## config.mk

```make
export PLATFORM = sky130hd
export DESIGN_NAME = dand_soc_simple
export DESIGN_NICKNAME = d
export VERILOG_FILES = /design/src/rtl/dand_soc_pkg.sv /design/src/rtl/dand_uart_core.sv /design/src/rtl/dand_soc_simple.sv
export SDC_FILE = /design/constraint.sdc
export NUM_CORES = 1
export LEC_CHECK = 0
export BUFFER_PORTS_ARGS = -buffer_cell sky130_fd_sc_hd__buf_4
export CORE_UTILIZATION = 67
export CTS_CLUSTER_SIZE = 40
export DETAILED_ROUTE_END_ITERATION = 10
export GPL_TIMING_DRIVEN = 0
export PLACE_DENSITY = 0.83
export SYNTH_ARGS = -nofsm -noshare
export SYNTH_HDL_FRONTEND = slang
export SYNTH_SLANG_ARGS = --single-unit
export TNS_END_PERCENT = 1
```

## constraint.sdc

```tcl
create_clock -name io_axiClk -period 4.5 [get_ports io_axiClk]
set_input_delay 0.225 -clock io_axiClk [delete_from_list [all_inputs] [get_ports io_axiClk]]
set_output_delay 0.225 -clock io_axiClk [all_outputs]
set_load 0.03 [all_outputs]
```

## src/rtl/dand_soc_pkg.sv

```systemverilog
// dand_soc_pkg: shared constants, banner ROM and FSM state types for the
// dand_soc_simple UART bring-up shell.
package dand_soc_pkg;

    // Cycles per UART bit, truncated (30 MHz / 921600 -> 32).
    function automatic int unsigned calc_clks_per_bit(
        input int unsigned clk_freq,
        input int unsigned baud_rate
    );
        return clk_freq / baud_rate;
    endfunction

    localparam int unsigned BANNER_LEN = 9;

    // "DandSoc\r\n"; entry 0 is sent first.
    localparam logic [8:0][7:0] BANNER = {
        8'h0A, 8'h0D, 8'h63, 8'h6F, 8'h53,
        8'h64, 8'h6E, 8'h61, 8'h44
    };

    typedef enum logic [1:0] {
        TX_IDLE,
        TX_START,
        TX_DATA,
        TX_STOP
    } tx_state_e;

    typedef enum logic [1:0] {
        RX_IDLE,
        RX_START,
        RX_DATA,
        RX_STOP
    } rx_state_e;

    typedef enum logic {
        MODE_BOOT,
        MODE_ECHO
    } mode_e;

endpackage

```

## src/rtl/dand_uart_core.sv

```systemverilog
// dand_uart_core: 8N1 UART transmitter and receiver, RX->TX byte FIFO and a
// 32-bit retire counter that counts completed TX frames.
// Ports: clk, rst (sync, active high), rxd (async in), txd (out, idle high),
//   tx_req/tx_byte/tx_ready (TX load handshake), fifo_pop/fifo_empty/fifo_head.
module dand_uart_core
    import dand_soc_pkg::*;
#(
    parameter int unsigned CLKS_PER_BIT = 32,
    parameter int unsigned FIFO_DEPTH   = 4
) (
    input  logic       clk,
    input  logic       rst,
    input  logic       rxd,
    output logic       txd,
    input  logic       tx_req,
    input  logic [7:0] tx_byte,
    output logic       tx_ready,
    input  logic       fifo_pop,
    output logic       fifo_empty,
    output logic [7:0] fifo_head
);

    localparam int unsigned CW = $clog2(CLKS_PER_BIT);
    localparam int unsigned AW = $clog2(FIFO_DEPTH);
    localparam logic [CW-1:0] BIT_LAST  = CW'(CLKS_PER_BIT - 1);
    localparam logic [CW-1:0] HALF_LAST = CW'(CLKS_PER_BIT / 2 - 1);

    // ---------------- TX ----------------
    tx_state_e     tx_state_q, tx_state_d;
    logic [CW-1:0] tx_cnt_q, tx_cnt_d;
    logic [2:0]    tx_bit_q, tx_bit_d;
    logic [7:0]    tx_sh_q, tx_sh_d;
    logic          txd_q, txd_d;
    logic          tx_last;
    logic          tx_fire;
    logic [31:0]   retire_cnt;
    logic [31:0]   retire_cnt_d;

    assign tx_last = (tx_cnt_q == BIT_LAST);
    assign txd     = txd_q;

    // Ready also in the last stop cycle so frames chain with no idle gap.
    assign tx_ready = (tx_state_q == TX_IDLE) ||
                      ((tx_state_q == TX_STOP) && tx_last);

    always_comb begin
        tx_state_d = tx_state_q;
        tx_cnt_d   = tx_cnt_q + 1'b1;
        tx_bit_d   = tx_bit_q;
        tx_sh_d    = tx_sh_q;
        txd_d      = txd_q;
        tx_fire    = 1'b0;
        unique case (tx_state_q)
            TX_IDLE: tx_cnt_d = '0;
            TX_START: begin
                if (tx_last) begin
                    tx_state_d = TX_DATA;
                    tx_cnt_d   = '0;
                    tx_bit_d   = '0;
                    txd_d      = tx_sh_q[0];
                end
            end
            TX_DATA: begin
                if (tx_last) begin
                    tx_cnt_d = '0;
                    if (tx_bit_q == 3'd7) begin
                        tx_state_d = TX_STOP;
                        txd_d      = 1'b1;
                    end else begin
                        tx_bit_d = tx_bit_q + 1'b1;
                        tx_sh_d  = {1'b0, tx_sh_q[7:1]};
                        txd_d    = tx_sh_q[1];
                    end
                end
            end
            TX_STOP: begin
                if (tx_last) begin
                    tx_state_d = TX_IDLE;
                    tx_cnt_d   = '0;
                    tx_fire    = 1'b1;
                end
            end
            default: tx_state_d = TX_IDLE;
        endcase
        if (tx_ready && tx_req) begin
            tx_state_d = TX_START;
            tx_cnt_d   = '0;
            tx_sh_d    = tx_byte;
            txd_d      = 1'b0;
        end
    end

    assign retire_cnt_d = tx_fire ? retire_cnt + 32'd1 : retire_cnt;

    // ---------------- RX ----------------
    logic          rx_s1_q, rx_s2_q;
    rx_state_e     rx_state_q, rx_state_d;
    logic [CW-1:0] rx_cnt_q, rx_cnt_d;
    logic [2:0]    rx_bit_q, rx_bit_d;
    logic [7:0]    rx_sh_q, rx_sh_d;
    logic          rx_push;

    always_comb begin
        rx_state_d = rx_state_q;
        rx_cnt_d   = rx_cnt_q + 1'b1;
        rx_bit_d   = rx_bit_q;
        rx_sh_d    = rx_sh_q;
        rx_push    = 1'b0;
        unique case (rx_state_q)
            RX_IDLE: begin
                rx_cnt_d = '0;
                if (!rx_s2_q) rx_state_d = RX_START;
            end
            RX_START: begin
                // Line back high at mid start bit: treat as a glitch.
                if (rx_cnt_q == HALF_LAST) begin
                    rx_cnt_d   = '0;
                    rx_bit_d   = '0;
                    rx_state_d = rx_s2_q ? RX_IDLE : RX_DATA;
                end
            end
            RX_DATA: begin
                if (rx_cnt_q == BIT_LAST) begin
                    rx_cnt_d = '0;
                    rx_sh_d  = {rx_s2_q, rx_sh_q[7:1]};
                    if (rx_bit_q == 3'd7) rx_state_d = RX_STOP;
                    else rx_bit_d = rx_bit_q + 1'b1;
                end
            end
            RX_STOP: begin
                if (rx_cnt_q == BIT_LAST) begin
                    rx_cnt_d   = '0;
                    rx_state_d = RX_IDLE;
                    rx_push    = rx_s2_q;
                end
            end
            default: rx_state_d = RX_IDLE;
        endcase
    end

    // ---------------- FIFO ----------------
    logic [7:0]    mem_q [FIFO_DEPTH];
    logic [AW-1:0] wr_ptr_q, wr_ptr_d;
    logic [AW-1:0] rd_ptr_q, rd_ptr_d;
    logic [AW:0]   count_q, count_d;
    logic          full, wr_en, rd_en;

    assign full       = (count_q == (AW + 1)'(FIFO_DEPTH));
    assign fifo_empty = (count_q == '0);
    assign fifo_head  = mem_q[rd_ptr_q];
    assign wr_en      = rx_push && !full;
    assign rd_en      = fifo_pop && !fifo_empty;

    always_comb begin
        wr_ptr_d = wr_en ? wr_ptr_q + 1'b1 : wr_ptr_q;
        rd_ptr_d = rd_en ? rd_ptr_q + 1'b1 : rd_ptr_q;
        count_d  = count_q;
        case ({wr_en, rd_en})
            2'b10:   count_d = count_q + 1'b1;
            2'b01:   count_d = count_q - 1'b1;
            default: count_d = count_q;
        endcase
    end

    always_ff @(posedge clk) begin
        if (wr_en) mem_q[wr_ptr_q] <= rx_sh_q;
    end

    always_ff @(posedge clk) begin
        if (rst) begin
            tx_state_q <= TX_IDLE;
            tx_cnt_q   <= '0;
            tx_bit_q   <= '0;
            tx_sh_q    <= '0;
            txd_q      <= 1'b1;
            retire_cnt <= '0;
            rx_s1_q    <= 1'b1;
            rx_s2_q    <= 1'b1;
            rx_state_q <= RX_IDLE;
            rx_cnt_q   <= '0;
            rx_bit_q   <= '0;
            rx_sh_q    <= '0;
            wr_ptr_q   <= '0;
            rd_ptr_q   <= '0;
            count_q    <= '0;
        end else begin
            tx_state_q <= tx_state_d;
            tx_cnt_q   <= tx_cnt_d;
            tx_bit_q   <= tx_bit_d;
            tx_sh_q    <= tx_sh_d;
            txd_q      <= txd_d;
            retire_cnt <= retire_cnt_d;
            rx_s1_q    <= rxd;
            rx_s2_q    <= rx_s1_q;
            rx_state_q <= rx_state_d;
            rx_cnt_q   <= rx_cnt_d;
            rx_bit_q   <= rx_bit_d;
            rx_sh_q    <= rx_sh_d;
            wr_ptr_q   <= wr_ptr_d;
            rd_ptr_q   <= rd_ptr_d;
            count_q    <= count_d;
        end
    end

endmodule

```

## src/rtl/dand_soc_simple.sv

```systemverilog
// dand_soc_simple: bring-up SoC shell; sends "DandSoc\r\n" after reset, then
// echoes received UART bytes. Define DAND_SOC_ECHO_UPCASE_EN to upper-case
// echoed a..z. Ports: io_axiClk, io_reset (sync, active high),
// io_uart_txd (out, idle high), io_uart_rxd (async in, idle high).
module dand_soc_simple
    import dand_soc_pkg::*;
#(
    parameter int unsigned CLK_FREQ   = 30_000_000,
    parameter int unsigned BAUD_RATE  = 921_600,
    parameter int unsigned FIFO_DEPTH = 4
) (
    input  logic io_axiClk,
    input  logic io_reset,
    output logic io_uart_txd,
    input  logic io_uart_rxd
);

    localparam int unsigned CPB = calc_clks_per_bit(CLK_FREQ, BAUD_RATE);

    mode_e      mode_q, mode_d;
    logic [3:0] idx_q, idx_d;
    logic       tx_req, tx_ready, fifo_pop, fifo_empty;
    logic [7:0] tx_byte, fifo_head, echo_byte;

`ifdef DAND_SOC_ECHO_UPCASE_EN
    assign echo_byte = (fifo_head >= 8'h61 && fifo_head <= 8'h7A) ?
                       fifo_head - 8'h20 : fifo_head;
`else
    assign echo_byte = fifo_head;
`endif

    always_comb begin
        mode_d   = mode_q;
        idx_d    = idx_q;
        tx_req   = 1'b0;
        tx_byte  = BANNER[idx_q];
        fifo_pop = 1'b0;
        if (mode_q == MODE_BOOT) begin
            if (tx_ready) begin
                tx_req = 1'b1;
                if (idx_q == 4'(BANNER_LEN - 1)) mode_d = MODE_ECHO;
                else idx_d = idx_q + 1'b1;
            end
        end else begin
            tx_byte = echo_byte;
            if (tx_ready && !fifo_empty) begin
                tx_req   = 1'b1;
                fifo_pop = 1'b1;
            end
        end
    end

    always_ff @(posedge io_axiClk) begin
        if (io_reset) begin
            mode_q <= MODE_BOOT;
            idx_q  <= '0;
        end else begin
            mode_q <= mode_d;
            idx_q  <= idx_d;
        end
    end

    dand_uart_core #(
        .CLKS_PER_BIT(CPB),
        .FIFO_DEPTH  (FIFO_DEPTH)
    ) core_cpu (
        .clk       (io_axiClk),
        .rst       (io_reset),
        .rxd       (io_uart_rxd),
        .txd       (io_uart_txd),
        .tx_req    (tx_req),
        .tx_byte   (tx_byte),
        .tx_ready  (tx_ready),
        .fifo_pop  (fifo_pop),
        .fifo_empty(fifo_empty),
        .fifo_head (fifo_head)
    );

endmodule

```

==> metrics <==
Synth Cell Area ~4200 µm²; CTS tree done; top cells by area, synth dfxtp_1, edfxtp_1, ha_1; Critical Path End Type flip-flop; Worst Skew between 10 and 15 ps; CP Max Fanout 7; setup_tns 0 ps; Die Width around 81 µm; final setup vio count 0; largest net degree at the start of global routing 18; synthesized instance count around 380; fin nets between 400 and 500; crit share post-route 0.6511; Max-slew headroom 0.5718; Clock Pin Slew Worst Setup and Hold Paths 90 ps; top-count cell post-synth dfxtp_1; routed len/inst ~16 µm; DP HPWL between 5 and 6 mm; CP most frequent cell ha_1; CP max-delay cell nor3b_1; worst hold path type input pin to flip-flop; initial antenna violation count 0; fin crit period roughly 3000 ps; Worst Tran Pin Value between 600 and 700 ps; Die Height about 81 µm; CP cell instances ha_1, and3_1, ha_1, a21oi_2, nor3b_1, ha_1, inv_1, fa_1, xor2_1, or3_1, a21oi_1; finished layout cell area about 4600 µm²; postcts setup bufs 0; Peak Freq approximately 340 MHz; first-pass GRT wire length roughly 13 mm; R2R Setup Slk approximately 1600 ps; critical path type flip-flop to flip-flop; drt pass-1 iters 4; Worst VDD drop about 330 µV; # IOs 4; row cnt 28; synth cell count leaders dfxtp_1, nor2_1, edfxtp_1; critical path startpoint category flip-flop; status finished, final reports clean; Mapped Nets approximately 410; CP required 4780 ps; unrepaired setup endpoints after global routing false; Hold WS just under 50 ps; Finished Core Util 0.7598; async set-reset flop share out of synthesis 0; largest area contributor in the netlist dfxtp_1; total grt overflow 0; max-cap viol count 0; Power Density around 460 nW/µm²; Main synth FF type dfxtp_1; Vias/cell 5.919; clock buffer depth 2; share of cells above drive strength 1 0.1114; Synth Warn # 0; gpl congestion between 0.8 and 0.9; DRC Markers 0; final WL 7.656 mm; root buf cell clkbuf_8; via total after detailed routing between 2,000 and 3,000; Post-Syn Area per Cell 11.19 µm²; vias in the first global route between 2,000 and 3,000; CTS sink count 92; PortBufs 3; Synth top area share 0.2855; Max H-tree Level 3; total track usage 0.2572; Fin. Hold Viols 0; post-cts repair resize count 0; Critical Path AT 3210 ps; Post-CTS Hold Buffers 0; Routed Antenna Nets 0; CTS buffer count 9; dpl cell area approximately 4300 µm²; synthesized flop and latch total between 90 and 100; post-synthesis sequential area ratio 0.5138; area delta synth->final 8.177%; Clock Latency Late Sink roughly 350 ps; CP max stage delay 510 ps; EDFF count, synth 32; Detailed Route Iter0 Violations between 200 and 250; Pins Over Slew Limit 0; area of the core ~6000 µm²; total power about 2.1 mW; die area 6602 µm²; P_leak about 1.7 nW; Distinct cells, synth 60; Initial Util 0.7024; # diodes 0
## kinds of logic after synthesis
kind of cell	Yosys count	synth area share
simple gates	111	0.1362
flops	92	0.5138
compound gates	76	0.1267
buf+inv	35	0.03538
fa+ha+maj	30	0.09099
mux	21	0.07404
xor+xnor	11	0.02290
## final timing paths
check | from | endpoint | depth (start not counted)
hold / removal | io_uart_rxd | core_cpu.rx_s1_q | 2
hold reg to reg | core_cpu.rx_s1_q | core_cpu.rx_s2_q | 1
setup reg to reg | core_cpu.tx_cnt_q[0] | core_cpu.count_q[2] | 11
setup / recovery | core_cpu.tx_cnt_q[0] | core_cpu.count_q[2] | 11
## cell type report
cell class	count	area, µm²
buffer	18	83.83
clock buffer	9	123.9
clock inverter	7	103.9
fill	402	1439
inverter	17	65.06
multi-input combinational	249	1897
sequential	92	2162
tap	75	93.84
timing repair buffer	3	22.52
## layout by cell type (no fill, tap or decap), types with 4 or more instances in the layout
master and count:
a211o_1 4, a211oi_1 17, a21oi_1 19, and2_1 13, buf_2 6, clkbuf_1 10
clkbuf_8 9, dfxtp_1 60, edfxtp_1 32, ha_1 29, inv_1 16, mux2i_1 12
mux4_2 8, nand2_1 17, nand3_1 12, nor2_1 36, nor2b_1 4, nor3b_1 4
o21ai_0 8, xnor2_1 7, xor2_1 4
## report_power, final
group          total [mW]  internal, mW  switching, mW
Sequential          0.968         0.920         0.0482
Combinational       0.477         0.197          0.280
Clock               0.629         0.323          0.306
## stage by stage
| stage | cells | setup WS, ps |
|---|---|---|
| floorplan | 376 | 1920 |
| global placement | 454 | 1638 |
| detailed placement | 454 | 1584 |
| CTS | 470 | 1553 |
| global route | 470 | 1333 |
| finish | 470 | 1570 |
## routing by layer
metal  GRT usage  part of all wire  vias up
li1            -                 -     1387
met2      0.4412              0.50       45
met3     0.05393             0.026       14
met5           0                 0        -
met4     0.09107             0.014        0
met1      0.3203              0.46     1336
## worst max-delay path: cells and delay by family, from the launching register on
kind / cells / cell delay (ps)
AOI/OAI and AO/OA: 2 / 260
xor gates and xnor gates: 1 / 160
adders and majority gates: 4 / 1020
buffers and inverters: 1 / 60
DFF: 1 / 360
and+or+nand+nor: 3 / 990
(Power assumes the default switching activity.)
